[src/rtl/addsub_pkg.sv]
// addsub_pkg
//   Shared definitions for the digit-serial adder/subtractor:
//   - state_e  : FSM state encoding (IDLE, RUN, DONE), 2 bits
//   - MODE_ADD / MODE_SUB : values of the mode input
package addsub_pkg;

    typedef enum logic [1:0] {
        ST_IDLE = 2'd0,
        ST_RUN  = 2'd1,
        ST_DONE = 2'd2
    } state_e;

    localparam logic MODE_ADD = 1'b0;
    localparam logic MODE_SUB = 1'b1;

endpackage : addsub_pkg

[src/rtl/addsub_serial_digit_adder.sv]
// digit_adder
//   Combinational DIGIT-bit ripple adder slice used by addsub_serial.
//   Ports:
//     x, y   : DIGIT-bit addends
//     ci     : carry in
//     s      : DIGIT-bit sum
//     co     : carry out of bit DIGIT-1
//     c_msb  : carry into bit DIGIT-1 (needed for signed overflow)
module digit_adder #(
    parameter int DIGIT = 4
) (
    input  logic [DIGIT-1:0] x,
    input  logic [DIGIT-1:0] y,
    input  logic             ci,
    output logic [DIGIT-1:0] s,
    output logic             co,
    output logic             c_msb
);

    logic [DIGIT:0] sum_ext;

    always_comb begin
        sum_ext = {1'b0, x} + {1'b0, y} + {{DIGIT{1'b0}}, ci};
        s       = sum_ext[DIGIT-1:0];
        co      = sum_ext[DIGIT];
        // The top sum bit is x^y^carry_in, so the carry into it can be recovered.
        c_msb   = sum_ext[DIGIT-1] ^ x[DIGIT-1] ^ y[DIGIT-1];
    end

endmodule : digit_adder

[src/rtl/addsub_serial.sv]
// addsub_serial
//   Multi-cycle WIDTH-bit adder/subtractor that processes DIGIT bits per
//   clock through one shared digit_adder. Start/done handshake.
//   Ports:
//     clk, rst     : clock (rising edge), synchronous active-high reset
//     start        : request, accepted in IDLE or DONE
//     mode         : 0 = a+b, 1 = a-b (latched with start)
//     a, b         : operands (latched with start)
//     busy         : high while the digits are being processed
//     done         : one-cycle pulse when result and flags are valid
//     result       : sum/difference modulo 2^WIDTH
//     cb           : carry-out (add) or borrow, a<b unsigned (sub)
//     ovf          : signed two's-complement overflow
//     zero         : result == 0
module addsub_serial
    import addsub_pkg::*;
#(
    parameter int WIDTH = 16,
    parameter int DIGIT = 4
) (
    input  logic             clk,
    input  logic             rst,
    input  logic             start,
    input  logic             mode,
    input  logic [WIDTH-1:0] a,
    input  logic [WIDTH-1:0] b,
    output logic             busy,
    output logic             done,
    output logic [WIDTH-1:0] result,
    output logic             cb,
    output logic             ovf,
    output logic             zero
);

    localparam int STEPS = WIDTH / DIGIT;
    localparam int CNT_W = (STEPS > 1) ? $clog2(STEPS) : 1;
    localparam logic [CNT_W-1:0] LAST_STEP = CNT_W'(STEPS - 1);

    generate
        if ((DIGIT < 1) || (WIDTH % DIGIT != 0)) begin : g_param_check
            $error("addsub_serial: WIDTH (%0d) must be a multiple of DIGIT (%0d)", WIDTH, DIGIT);
        end
    endgenerate

    state_e             state_q,  state_d;
    logic [CNT_W-1:0]   cnt_q,    cnt_d;
    logic [WIDTH-1:0]   a_q,      a_d;
    logic [WIDTH-1:0]   b_q,      b_d;
    logic               carry_q,  carry_d;
    logic               mode_q,   mode_d;
    logic [WIDTH-1:0]   result_q, result_d;
    logic               cb_q,     cb_d;
    logic               ovf_q,    ovf_d;
    logic               zero_q,   zero_d;

    logic [DIGIT-1:0]   dig_s;
    logic               dig_co;
    logic               dig_cmsb;
    logic [WIDTH-1:0]   result_shift;

    digit_adder #(
        .DIGIT (DIGIT)
    ) u_digit_adder (
        .x     (a_q[DIGIT-1:0]),
        .y     (b_q[DIGIT-1:0]),
        .ci    (carry_q),
        .s     (dig_s),
        .co    (dig_co),
        .c_msb (dig_cmsb)
    );

    always_comb begin
        state_d  = state_q;
        cnt_d    = cnt_q;
        a_d      = a_q;
        b_d      = b_q;
        carry_d  = carry_q;
        mode_d   = mode_q;
        result_d = result_q;
        cb_d     = cb_q;
        ovf_d    = ovf_q;
        zero_d   = zero_q;

        // New digit enters at the MSB end; after STEPS shifts the first
        // (least significant) digit has arrived at bit 0.
        result_shift = (result_q >> DIGIT) | (WIDTH'(dig_s) << (WIDTH - DIGIT));

        case (state_q)
            ST_IDLE: begin
                state_d = ST_IDLE;
            end
            ST_RUN: begin
                result_d = result_shift;
                a_d      = a_q >> DIGIT;
                b_d      = b_q >> DIGIT;
                carry_d  = dig_co;
                if (cnt_q == LAST_STEP) begin
                    state_d = ST_DONE;
                    // Subtract is a + ~b + 1, so its carry-out is the inverse of borrow.
                    cb_d    = (mode_q == MODE_SUB) ? ~dig_co : dig_co;
                    ovf_d   = dig_cmsb ^ dig_co;
                    zero_d  = (result_shift == '0);
                end else begin
                    cnt_d = cnt_q + 1'b1;
                end
            end
            ST_DONE: begin
                state_d = ST_IDLE;
            end
            default: begin
                state_d = ST_IDLE;
            end
        endcase

        // start is only honoured when no operation is in flight.
        if (start && ((state_q == ST_IDLE) || (state_q == ST_DONE))) begin
            state_d  = ST_RUN;
            cnt_d    = '0;
            a_d      = a;
            b_d      = (mode == MODE_SUB) ? ~b : b;
            carry_d  = mode;
            mode_d   = mode;
            result_d = '0;
            cb_d     = 1'b0;
            ovf_d    = 1'b0;
            zero_d   = 1'b0;
        end
    end

    // Control state and visible outputs: cleared by reset.
    always_ff @(posedge clk) begin
        if (rst) begin
            state_q  <= ST_IDLE;
            result_q <= '0;
            cb_q     <= 1'b0;
            ovf_q    <= 1'b0;
            zero_q   <= 1'b0;
        end else begin
            state_q  <= state_d;
            result_q <= result_d;
            cb_q     <= cb_d;
            ovf_q    <= ovf_d;
            zero_q   <= zero_d;
        end
    end

    // Working datapath: always reloaded on an accepted start.
    always_ff @(posedge clk) begin
        cnt_q   <= cnt_d;
        a_q     <= a_d;
        b_q     <= b_d;
        carry_q <= carry_d;
        mode_q  <= mode_d;
    end

    assign busy   = (state_q == ST_RUN);
    assign done   = (state_q == ST_DONE);
    assign result = result_q;
    assign cb     = cb_q;
    assign ovf    = ovf_q;
    assign zero   = zero_q;

endmodule : addsub_serial

[config.mk]
export PLATFORM = sky130hd
export DESIGN_NAME = addsub_serial
export DESIGN_NICKNAME = d
export VERILOG_FILES = /design/src/rtl/addsub_pkg.sv /design/src/rtl/addsub_serial_digit_adder.sv /design/src/rtl/addsub_serial.sv
export SDC_FILE = /design/constraint.sdc
export NUM_CORES = 1
export LEC_CHECK = 0
export ABC_AREA = 1
export ABC_CLOCK_PERIOD_IN_PS = 2300
export CORE_ASPECT_RATIO = 1.5
export CORE_MARGIN = 4
export CORE_UTILIZATION = 50
export DETAILED_ROUTE_END_ITERATION = 8
export GPL_TIMING_DRIVEN = 0
export HOLD_SLACK_MARGIN = 0.08
export PLACE_DENSITY = 0.77
export SLEW_MARGIN = 30
export SYNTH_ARGS = -nofsm -noshare
export SYNTH_HDL_FRONTEND = slang
export SYNTH_SLANG_ARGS = --single-unit
[constraint.sdc]
create_clock -name clk -period 2.3 [get_ports clk]
set_input_delay 0.23 -clock clk [delete_from_list [all_inputs] [get_ports clk]]
set_output_delay 0.23 -clock clk [all_outputs]
set_load 0.01 [all_outputs]
# Word level (Yosys, flattened, before mapping)
# Index checks and enable logic that the tools add are counted.
# word_totals
ff_bits,57
input_bits,36
out_inout_bits,21
word_cells,46
# classes
n_addsub,3
n_eq_ne,4
n_mux,11
n_bitwise,8
reduce_logical,9
# op_table
cell,n
two-way mux 16 bit,5
logical NOT 16 bit,1
inverter 16 bit,1
bitwise OR 12 x 16 -> 16 bit,1
two-way mux 1 bit,6
adder 4 x 4 -> 5 bit,1
adder 5 x 1 -> 5 bit,1
"equality test 2 bit, second input constant",2
AND reduction 2 bit,2
"!= test 3 x 1 -> 1 bit, second input constant",1
inverter 1 bit,3
OR reduction 3 bit,1
bitwise XOR 1 bit,3
"adder 2 x 1 -> 2 bit, second input constant",1
"equality test 2 x 1 -> 1 bit, second input constant",1
logical NOT 2 bit,1
nonzero test 2 bit,1
OR reduction 2 bit,1
logical AND 1 bit,1
logical OR 1 bit,1

# Depth between registers and ports, before layout
# depth
ltp_word,5
ltp_mapped,9
mapped_depth_nobuf,9

# Hierarchy
# A second synthesis with hierarchy kept.
# hier_totals
hier_cells,284
hier_area_um2,2703.8
# modules_own_cells
mod,instances,cells_each,area_each_um2,seq_area_each_um2
addsub_serial,1,253,2503.7,1481.4
digit_adder,1,31,200.2,0.0

# Worst setup path before layout
# OpenSTA, ideal clock, no wires.
# synth_timing
path_type,reg2reg
from,register state_q[0]
to,register a_q[0] (enable)
setup_ns,0.391
arrival_ns,1.476
required_ns,1.909
slack_ns,0.434
path_stages_with_launch,6
n_path_buf,1
period_less_slack_ns,1.866
cell_sequence,dfxtp_1 -> inv_2 -> nor2_4 -> inv_1 -> buf_2 -> nand2_1
# synth_between
elab_chain_len,4
word_cells_on_any_way,6
cone_classes,2 x eq/ne; 4 x reduce/logical
# synth_lines
element,line,text
"start, declared",addsub_serial.sv:45,"state_e state_q, state_d;"
"start signal, assigned",addsub_serial.sv:139,state_q <= state_d;
equality test 2 bit or logical NOT 2 bit (tied branches),addsub_serial.sv:116,if (start && ((state_q == ST_IDLE) || (state_q == ST_DONE))) begin
logical OR 1 bit,addsub_serial.sv:116,
logical AND 1 bit,addsub_serial.sv:116,
nonzero test 2 bit (no source line) (*),n/a,
"end signal, assigned",addsub_serial.sv:150,a_q <= a_d;
"end, declared",addsub_serial.sv:47,"logic [WIDTH-1:0] a_q, a_d;"
# Mark *: on every way between the ends. The rest lies on a longest branch, timed or not.
# A chain may end at the register's enable or synchronous reset.

# Worst setup path in the final report
# layout_timing
from,register a_q[0]
to,register ovf_q (netlist: ovf)
# layout_between
elab_chain_len,5
# layout_lines
element,line,text
adder 4 x 4 -> 5 bit (*),addsub_serial_digit_adder.sv:23,"sum_ext = {1'b0, x} + {1'b0, y} + {{DIGIT{1'b0}}, ci};"
adder 5 x 1 -> 5 bit (*),addsub_serial_digit_adder.sv:23,
bitwise XOR 1 bit (2 in series),addsub_serial_digit_adder.sv:27,c_msb = sum_ext[DIGIT-1] ^ x[DIGIT-1] ^ y[DIGIT-1];
bitwise XOR 1 bit (*),addsub_serial.sv:101,ovf_d = dig_cmsb ^ dig_co;
"end signal, assigned",addsub_serial.sv:142,ovf_q <= ovf_d;
"end, declared",addsub_serial.sv:53,"logic ovf_q, ovf_d;"
# Marks and branches as above.

==> results.json <==
{
  "status": "finished, final reports clean",
  "grt_antenna_before_repair": 0,
  "synth_compound_area_frac": 0.1017,
  "fin_skew_ps": 5.279,
  "nFillCells": 409,
  "grt_pass1_vias": 2003,
  "r2r-end": "ovf",
  "power_leakage_nw": 1.381,
  "hpwl_um": 3989,
  "area_growth_pct": 31.37,
  "root_buffer": "clkbuf_8",
  "yosys-mux-area-fraction": 0,
  "hold_buffers": 0,
  "clock_latency_ps": 340,
  "cp-start-kind": "register",
  "hold_viol": 0,
  "cp.required_ps": 2570,
  "drt_iter0_markers": 91,
  "netlist_area_um2": 2609,
  "slew_headroom": 0.4916,
  "synth_edf_count": 34,
  "die_x_um": 66.98,
  "regToRegStartpoint": "a_q[0]",
  "ant_nets": 0,
  "synth.most_common_cell": "nand2_1",
  "path_clk_slew_ps": 60,
  "n_antenna_cell": 0,
  "cp_max_fo": 3,
  "io_buffers": 56,
  "fin_nets": 384,
  "r2r_setup_slack_ps": 250,
  "yosysWarnings": 0,
  "synth_ff_type": "edfxtp_1",
  "finalCriticalPeriod_ps": 2045,
  "final_cell_area_um2": 3427,
  "synth_fa_ha_area_frac": 0.03453,
  "setup_viol": 0,
  "cts_inserted_buffers": 9,
  "placedInstanceArea_um2": 3254,
  "cts_resized": 0,
  "die_h_um": 96.47,
  "tns_ps": 0,
  "tightestPinTransition_ps": 759.9,
  "gp_congestion": 0.8266,
  "final_max_slew_viol_count": 0,
  "synth_top_cells_by_area": "edfxtp_1 (39%), dfxtp_1 (18%), nand2_1 (10%), xnor2_1 (5.7%), o21ai_0 (4.2%)",
  "die_area_um2": 6461,
  "vias_per_cell": 4.952,
  "rsz0062_at_grt": "false",
  "drc": 0,
  "grt.overflow.total": 0,
  "synth_cells": 275,
  "dp.cells": 397,
  "fin_cells": 413,
  "async_flop_share": 0,
  "seq_area_um2": 1481,
  "grtUsageTotal": 0.1916,
  "pin_count": 57,
  "synthXorXnorAreaFrac": 0.06379,
  "cp-end-kind": "register",
  "routed_wl_um": 5397,
  "drtPass1Iterations": 4,
  "period_share": 0.8893,
  "timing.hold.ws_ps": 461.6,
  "powerDensity_nw_per_um2": 764.3,
  "htreeDepth": 3,
  "critPathKind": "reg -> reg",
  "yosysSeqAreaShare": 0.5679,
  "start_util": 0.5296,
  "grt_max_degree": 34,
  "vias": 2045,
  "grt_pass1_wl_um": 8901,
  "synth_common_cells": "nand2_1 (71), edfxtp_1 (34), dfxtp_1 (23)",
  "layout-drive-gt1-share": 0.08934,
  "total_power_mw": 2.619,
  "worst_ep_arrival_time_ps": 2320,
  "reg2reg_depth": 9,
  "yosysTopAreaCell": "edfxtp_1",
  "num_rows": 31,
  "syn_nets": 317,
  "hold_path_class": "reg -> reg",
  "irDropWorstVdd_mv": 0.4363,
  "synth_top_area_frac": 0.3914,
  "cts_buffer_depth": 2,
  "cts.sinks": 57,
  "cts_setup_buffers": 0,
  "fmax_mhz": 488.9,
  "fp.coreArea_um2": 4926,
  "synth_top_family_by_area": "simple AND/OR/NAND/NOR gates",
  "worstHoldStart": "result[1]",
  "synth-simple-area-share": 0.1669,
  "yosysUniqueCellTypes": 27,
  "max-cap-violations": 0,
  "cts_tree": "done",
  "hold_end": "result[1]",
  "ys_ff_latch": 57,
  "multiInputGateArea_um2": 959.7,
  "syn_area_per_cell_um2": 9.486,
  "whs_path_depth": 2,
  "routedWlPerCell_um": 13.07
}
[metrics by stage]
| stage | setup WS [ps] | util |
|---|---|---|
| after CTS | 229.7 | 0.6957 |
| after global routing | 104.7 | 0.6957 |
| after detailed placement | -53.39 | 0.6607 |
| after global placement | -520.1 | 0.6601 |
| after floorplan | 433.9 | - |
| final | 254.6 | 0.6957 |
[per-layer routing]
metal	track usage	part of all wire	vias up
li1	-	-	1038
met1	0.1928	0.37	927
met2	0.3377	0.54	67
met3	0.05671	0.068	13
met4	0.1235	0.025	0
met5	0	0	-
[layout by cell type, fill, tap and decap left out, drive strengths merged, types with 10 or more instances in the layout]
cell	count
o21ai	26
nand3	10
dfxtp	23
clkdlybuf4s50	56
a21oi	22
clkbuf	15
nor2	20
xnor2	17
inv	25
edfxtp	34
nand2	73
[state kept, by name, summed over array words and instances (netlist names), 2 cells and up]
register and cells:
a_q 16, b_q 16, state_q 2, result 16
cnt_q 2
[critical path, cell delays in order, from the launching register on]
cell,delay (ps)
edfxtp_1,450
fa_1,490
fa_1,420
nand3_1,160
nand2_1,110
nand2_1,100
nand2_1,50
nand2_1,50
nand2_1,50
a21oi_1,100
[power by group]
part	internal, mW	total (mW)	switching (mW)
combinational	0.235	0.523	0.288
sequential	1.22	1.27	0.0478
clock	0.438	0.827	0.388
total	1.90	2.62	0.724
[cell type report]
type | instances | area share
timing repair buffer | 56 | 0.1636
sequential | 57 | 0.4323
clock inverter | 4 | 0.005111
multi-input combinational | 181 | 0.2800
tap | 66 | 0.02410
clock buffer | 12 | 0.04527
inverter | 25 | 0.02738
buffer | 12 | 0.02227
[how the worst max path moves through the flow]
stage,startpoint,endpoint,slack (ps)
2_1_floorplan,state_q[0],a_q[0],430
3_3_place_gp,start,a_q[14],-520
3_5_place_dp,start,a_q[0],-50
4_1_cts,state_q[0],a_q[9],230
5_1_grt,a_q[0],ovf,100
6_report,a_q[0],ovf,250
[kinds of logic after synthesis]
group | count (synthesis)
buffers and inverters | 37
and+or+nand+nor | 105
DFF | 57
xor gates and xnor gates | 19
adders and majority gates | 6
AOI/OAI and AO/OA | 51
Power figures use the tool's default switching activity.
